==> src/rtl/vga_tile_palette_pkg.sv <==
// vga_tile_palette_pkg: CTRL bit positions, register index helpers and colour packing for the tile palette.
package vga_tile_palette_pkg;
  localparam int CTRL_COMMIT = 0;
  localparam int CTRL_AUTO = 1;
  function automatic int border_idx(input int n);
    return n;
  endfunction
  function automatic int ctrl_idx(input int n);
    return n + 1;
  endfunction
  function automatic logic [63:0] pack_rgb(input int ch_w, input logic [20:0] r, input logic [20:0] g, input logic [20:0] b);
    return (64'(r) << (2 * ch_w)) | (64'(g) << ch_w) | 64'(b);
  endfunction
endpackage

==> src/rtl/vga_tile_palette_lookup.sv <==
// vga_tile_palette_lookup: two-stage pixel pipeline, coordinate -> tile index -> registered colour.
module vga_tile_palette_lookup
  import vga_tile_palette_pkg::*;
#(
  parameter int CH_W = 10,
  parameter int GRID_X_LOG2 = 2,
  parameter int GRID_Y_LOG2 = 2,
  parameter int TILE_W_LOG2 = 7,
  parameter int TILE_H_LOG2 = 7,
  parameter int H_RES = 640,
  parameter int V_RES = 480,
  localparam int N = (1 << GRID_X_LOG2) * (1 << GRID_Y_LOG2),
  localparam int CW = 3 * CH_W,
  localparam int IW = $clog2(N + 1)
) (
  input  logic                clk,
  input  logic                rst,
  input  logic [15:0]         pix_x,
  input  logic [15:0]         pix_y,
  input  logic [N:0][CW-1:0]  active,
  output logic [CW-1:0]       colour
);
  logic [15:0] col_full, row_full;
  logic [GRID_X_LOG2-1:0] col;
  logic [GRID_Y_LOG2-1:0] row;
  logic border, border_c;
  logic [IW-1:0] idx;
  assign col_full = pix_x >> TILE_W_LOG2;
  assign row_full = pix_y >> TILE_H_LOG2;
  assign border_c = pix_x >= 16'(H_RES) || pix_y >= 16'(V_RES) ||
                    col_full >= 16'(1 << GRID_X_LOG2) || row_full >= 16'(1 << GRID_Y_LOG2);
  assign idx = border ? IW'(border_idx(N)) : IW'({row, col});
  always_ff @(posedge clk) begin
    if (rst) begin
      col <= '0;
      row <= '0;
      border <= 1'b0;
      colour <= '0;
    end else begin
      col <= col_full[GRID_X_LOG2-1:0];
      row <= row_full[GRID_Y_LOG2-1:0];
      border <= border_c;
      colour <= active[idx];
    end
  end
endmodule

==> src/rtl/vga_tile_palette.sv <==
// vga_tile_palette: double-buffered tile colour map with bus access and frame-synchronous commit.
module vga_tile_palette
  import vga_tile_palette_pkg::*;
#(
  parameter int CH_W = 10,
  parameter int GRID_X_LOG2 = 2,
  parameter int GRID_Y_LOG2 = 2,
  parameter int TILE_W_LOG2 = 7,
  parameter int TILE_H_LOG2 = 7,
  parameter int H_RES = 640,
  parameter int V_RES = 480,
  parameter int ADDR_W = 8
) (
  input  logic              clk,
  input  logic              rst,
  input  logic              write,
  input  logic [ADDR_W-1:0] addr,
  input  logic [31:0]       cr,
  output logic [31:0]       rd_data,
  input  logic              frame_start,
  input  logic [15:0]       pix_x,
  input  logic [15:0]       pix_y,
  output logic [CH_W-1:0]   r,
  output logic [CH_W-1:0]   g,
  output logic [CH_W-1:0]   b,
  output logic              pending
);
  localparam int N = (1 << GRID_X_LOG2) * (1 << GRID_Y_LOG2);
  localparam int CW = 3 * CH_W;
  localparam int IW = $clog2(N + 1);
  logic [N:0][CW-1:0] shadow, active;
  logic [CW-1:0] colour;
  logic [IW-1:0] a;
  logic auto_mode, tile_wr, ctrl_wr, set_pend, copy;
  logic [31:0] rd_next;
  logic unused_bits;
  assign unused_bits = ^cr[31:CW];
  assign a = addr[IW-1:0];
  assign tile_wr = write && addr <= ADDR_W'(border_idx(N));
  assign ctrl_wr = write && addr == ADDR_W'(ctrl_idx(N));
  assign set_pend = (ctrl_wr && cr[CTRL_COMMIT]) || (tile_wr && auto_mode);
  // A write that sets pending in the same cycle as frame start still triggers a copy, but of the old shadow.
  assign copy = frame_start && (pending || set_pend);
  always_comb begin
    rd_next = '0;
    rd_next = addr <= ADDR_W'(border_idx(N)) ? 32'(shadow[a]) :
              addr == ADDR_W'(ctrl_idx(N)) ? {30'b0, auto_mode, pending} : 32'b0;
  end
  always_ff @(posedge clk) begin
    if (rst) begin
      shadow <= '0;
      active <= '0;
      auto_mode <= 1'b0;
      pending <= 1'b0;
      rd_data <= '0;
    end else begin
      if (tile_wr) shadow[a] <= cr[CW-1:0];
      if (ctrl_wr) auto_mode <= cr[CTRL_AUTO];
      if (copy) active <= shadow;
      pending <= set_pend || (pending && !frame_start);
      rd_data <= rd_next;
    end
  end
  vga_tile_palette_lookup #(
    .CH_W(CH_W), .GRID_X_LOG2(GRID_X_LOG2), .GRID_Y_LOG2(GRID_Y_LOG2),
    .TILE_W_LOG2(TILE_W_LOG2), .TILE_H_LOG2(TILE_H_LOG2), .H_RES(H_RES), .V_RES(V_RES)
  ) u_lookup (
    .clk(clk),
    .rst(rst),
    .pix_x(pix_x),
    .pix_y(pix_y),
    .active(active),
    .colour(colour)
  );
  assign {r, g, b} = colour;
endmodule
==> config.mk <==
export PLATFORM = sky130hd
export DESIGN_NAME = vga_tile_palette
export DESIGN_NICKNAME = d
export VERILOG_FILES = /design/src/rtl/vga_tile_palette_pkg.sv /design/src/rtl/vga_tile_palette_lookup.sv /design/src/rtl/vga_tile_palette.sv
export SDC_FILE = /design/constraint.sdc
export NUM_CORES = 2
export LEC_CHECK = 0
export CAP_MARGIN = 20
export CORE_UTILIZATION = 55
export CTS_BUF_LIST = sky130_fd_sc_hd__clkbuf_8
export DETAILED_ROUTE_END_ITERATION = 10
export GPL_ROUTABILITY_DRIVEN = 1
export HOLD_SLACK_MARGIN = 0.06
export PLACE_DENSITY = 0.78
export SETUP_SLACK_MARGIN = 0.4
export SYNTH_ARGS = -nofsm -noshare
export SYNTH_HDL_FRONTEND = slang
export SYNTH_SLANG_ARGS = --single-unit
==> constraint.sdc <==
create_clock -name clk -period 3.3 [get_ports clk]
set_input_delay 0.66 -clock clk [delete_from_list [all_inputs] [get_ports clk]]
set_output_delay 0.66 -clock clk [all_outputs]
set_load 0.02 [all_outputs]
==> metrics.md <==
| Metric | Value |
|---|---|
| Post-Syn Area | 46270 um^2 |
| Clock Latency Late Sink | 0.85 ns |
| DR iter-0 viols | 5561 |
| Port bufs | 122 |
| Fraction of layout cells with a size suffix above 1 | 15.47% |
| # DRC | 0 |
| Post-Synthesis Cells | 5431 |
| Final instance area | 52030 um^2 |
| Grt total ovfl | 0 |
| FF+latch count, synth | 1087 |
| Final setup TNS | 0 ns |
| Max Cap Viol | 0 |
| NumNets Final | 5470 |
| Crit path capture type | flip-flop |
| Crit path kind | reg -> reg |
| Seq pwr share | 50.8% |
| RSZ-0062 raised after global routing | no |
| Worst setup margin | 0.4788 ns |
| Worst Tran Pin Value | 1.231 ns |
| # rows | 106 |
| Post-synth top area cell | dfxtp_1 |
| CTS Sinks | 1087 |
| TritonCTS Buffers | 170 |
| Final GP Congestion | 0.8651 |
| Clock Pin Slew Worst Setup and Hold Paths | 0.06 ns |
| Gr usage total | 34.49% |
| Count of hold-fix buffers inserted at cts | 0 |
| Critical Path Max Stage Delay | 0.76 ns |
| Largest fanout on the critical path | 16 |
| Htree depth | 4 |
| Final hold violations | 0 |
| HP Class | in -> reg |
| Reg2reg start | u_lookup.col[1]$_SDFF_PP0_ |
| Placed standard-cell area | 48560 um^2 |
| Chip height | 292.0 um |
| Synth warn | 0 |
| Total number of vias | 40840 |
| Vias in the first global route | 38500 |
| Most common cell in the synthesized netlist | nand2_1 |
| Top post-synthesis cells by count | nand2_1 (1930), dfxtp_1 (1087), a21oi_1 (749) |
| Period utilisation layout | 85.49% |
| Crit start category | flip-flop |
| Core area | 83420 um^2 |
| Synth top area cells | dfxtp_1 (47%), nand2_1 (16%), a21oi_1 (8.1%) |
| Initial antenna violation count | 12 |
| Initial core utilization | 55.46% |
| Setup Fix Bufs, Post-CTS | 0 |
| Predominant post-synthesis flop cell | dfxtp_1 |
| Filler instances | 6823 |
| Max VDD drop | 0.0003605 V |
| Clock buffer depth | 3 |
| Fin crit period | 2.821 ns |
| Cell breakdown of the critical path | buf_4 > and2_1 > o221ai_1 > nand3_1 > o211ai_1 > o21ai_0 |
| Switching power | 6.358 mW |
| Setup violations, final | 0 |
| Combinational share of power | 4.9% |
| Yosys cell types | 57 |
| Area Overhead vs Synth | 12.45% |
| Syn avg cell area | 8.519 um^2 |
| Delay-heaviest family, CP | compound AO/OA/AOI/OAI gates |
| Final HPWL DP | 89650 um |
| P_leak | 16.98 nW |
| DR pass1 iterations | 6 |
| CTS tree | yes |
| CP max-delay cell | o21ai_0 |
| Slew HR | 17.94% |
| Detail Route Antenna Nets | 0 |
| Max Slew Vio Count | 0 |
| Boundary Pins | 139 |
| Post-synth ARST share | 0% |
| Non-Filler Instances | 6614 |
| Dpl cells | 6302 |
| WL final | 149800 um |
| CP arrival | 3.47 ns |
| Routed len/inst | 22.66 um |
| Worst EP required | 3.95 ns |
| Hold Crit Start | rst |
| Largest net degree at the start of global routing | 211 |
| Cell internal pwr | 19.62 mW |
| Setup Skew | 0.03671 ns |
| Net Sw Frac | 24.47% |
| Chip Width | 292.0 um |
| First-pass GRT wire length | 225900 um |
| Worst Path Buf+Inv | 1 |
| Seq/Total Area, Yosys | 47.03% |
| Final Core Density | 62.37% |
| Root Buffer | clkbuf_8 |
| Top cell type's share of synthesized area | 47.03% |
| Critical path launch point | u_lookup.col[1]$_SDFF_PP0_ |
| F_max | 354.5 MHz |
| Drt via density | 6.174 |
| Die Area | 85290 um^2 |
| Post-place setup slack | 0.2046 ns |
| Clock power share | 44.4% |
| Status | complete, no violations |
| Power per cell area | 499.4 nW/um^2 |
| Number of synthesized flops with an enable pin | 0 |
[per-stage QoR]
stage | power [mW] | hold slack, ns
6_report | 25.98 | 0.1889
5_1_grt | 26.65 | 0.1785
4_1_cts | 25.98 | 0.1468
3_5_place_dp | 14.69 | 0.4464
3_3_place_gp | 14.69 | 0.4381
2_1_floorplan | 14.19 | 0.4249
[final timing paths]
check / end / slack, ns / cells past startpoint
setup / recovery: u_lookup.colour[13]$_SDFF_PP0_ / 0.48 / 6
hold / removal: active[450]$_SDFFE_PP0P_ / 0.19 / 2
setup reg to reg: u_lookup.colour[13]$_SDFF_PP0_ / 0.48 / 6
hold reg to reg: active[41]$_SDFFE_PP0P_ / 0.45 / 2
[placed cells by master (no fill, tap or decap), drive strengths merged, types with 43 or more instances in the layout]
cell	instances
buf	182
a21oi	959
mux2i	218
o221ai	45
o21ai	43
nor2	120
mux4	131
nand2	1940
clkbuf	209
inv	89
dfxtp	1087
o22ai	73
clkdlybuf4s50	118
[area by class of cell]
type	count	area, um^2	area share (%)
tap	1080	1351	2.597
sequential	1087	21770	41.84
multi-input combinational	3817	21960	42.21
antenna	6	15.01	0.02886
clock buffer	208	2863	5.502
timing repair buffer	301	3411	6.555
clock inverter	98	590.6	1.135
inverter	17	66.31	0.1274
[sequential cells by signal (all words and copies together), names as in the netlist]
signal           cells
active             510
auto_mode            1
pending              1
rd_data             30
shadow             510
u_lookup.border      1
u_lookup.col         2
u_lookup.colour     30
u_lookup.row         2
[kinds of logic (layout without fill, tap and decap cells)]
group,count (synthesis),in the layout,share of synthesized area (%)
buffers and inverters,528,624,5.922
muxes,374,374,11.70
DFF,1087,1087,47.03
other,1,8,0.008105
AOI/OAI and AO/OA,1287,1287,17.33
and+or+nand+nor,2154,2154,18.01
[repair_timing]
action | 4_1_cts | 5_1_grt
endpoints found under the hold margin | 0 | 0
resized for setup | 0 | 1
endpoints found under the setup margin | 0 | 1
[power groups by stage]
stage          Sequential, mW  Combinational [mW]  Clock (mW)
6_report                 13.2                1.26        11.5
4_1_cts                  13.2                1.22        11.6
5_1_grt                  13.2                1.29        12.2
3_3_place_gp             13.5                1.22           0
2_1_floorplan            13.5               0.719           0
3_5_place_dp             13.5                1.22           0
[per-layer routing]
| metal | vias to the layer above | track usage (%) | part of all wire (%) |
|---|---|---|---|
| met3 | 525 | 8.243 | 13 |
| met4 | 14 | 16.47 | 4.6 |
| met1 | 19350 | 46.05 | 39 |
| li1 | 18310 | - | - |
| met5 | - | 0 | 0.058 |
| met2 | 2643 | 52.51 | 44 |
No activity file was read; power rests on OpenSTA's default activity.
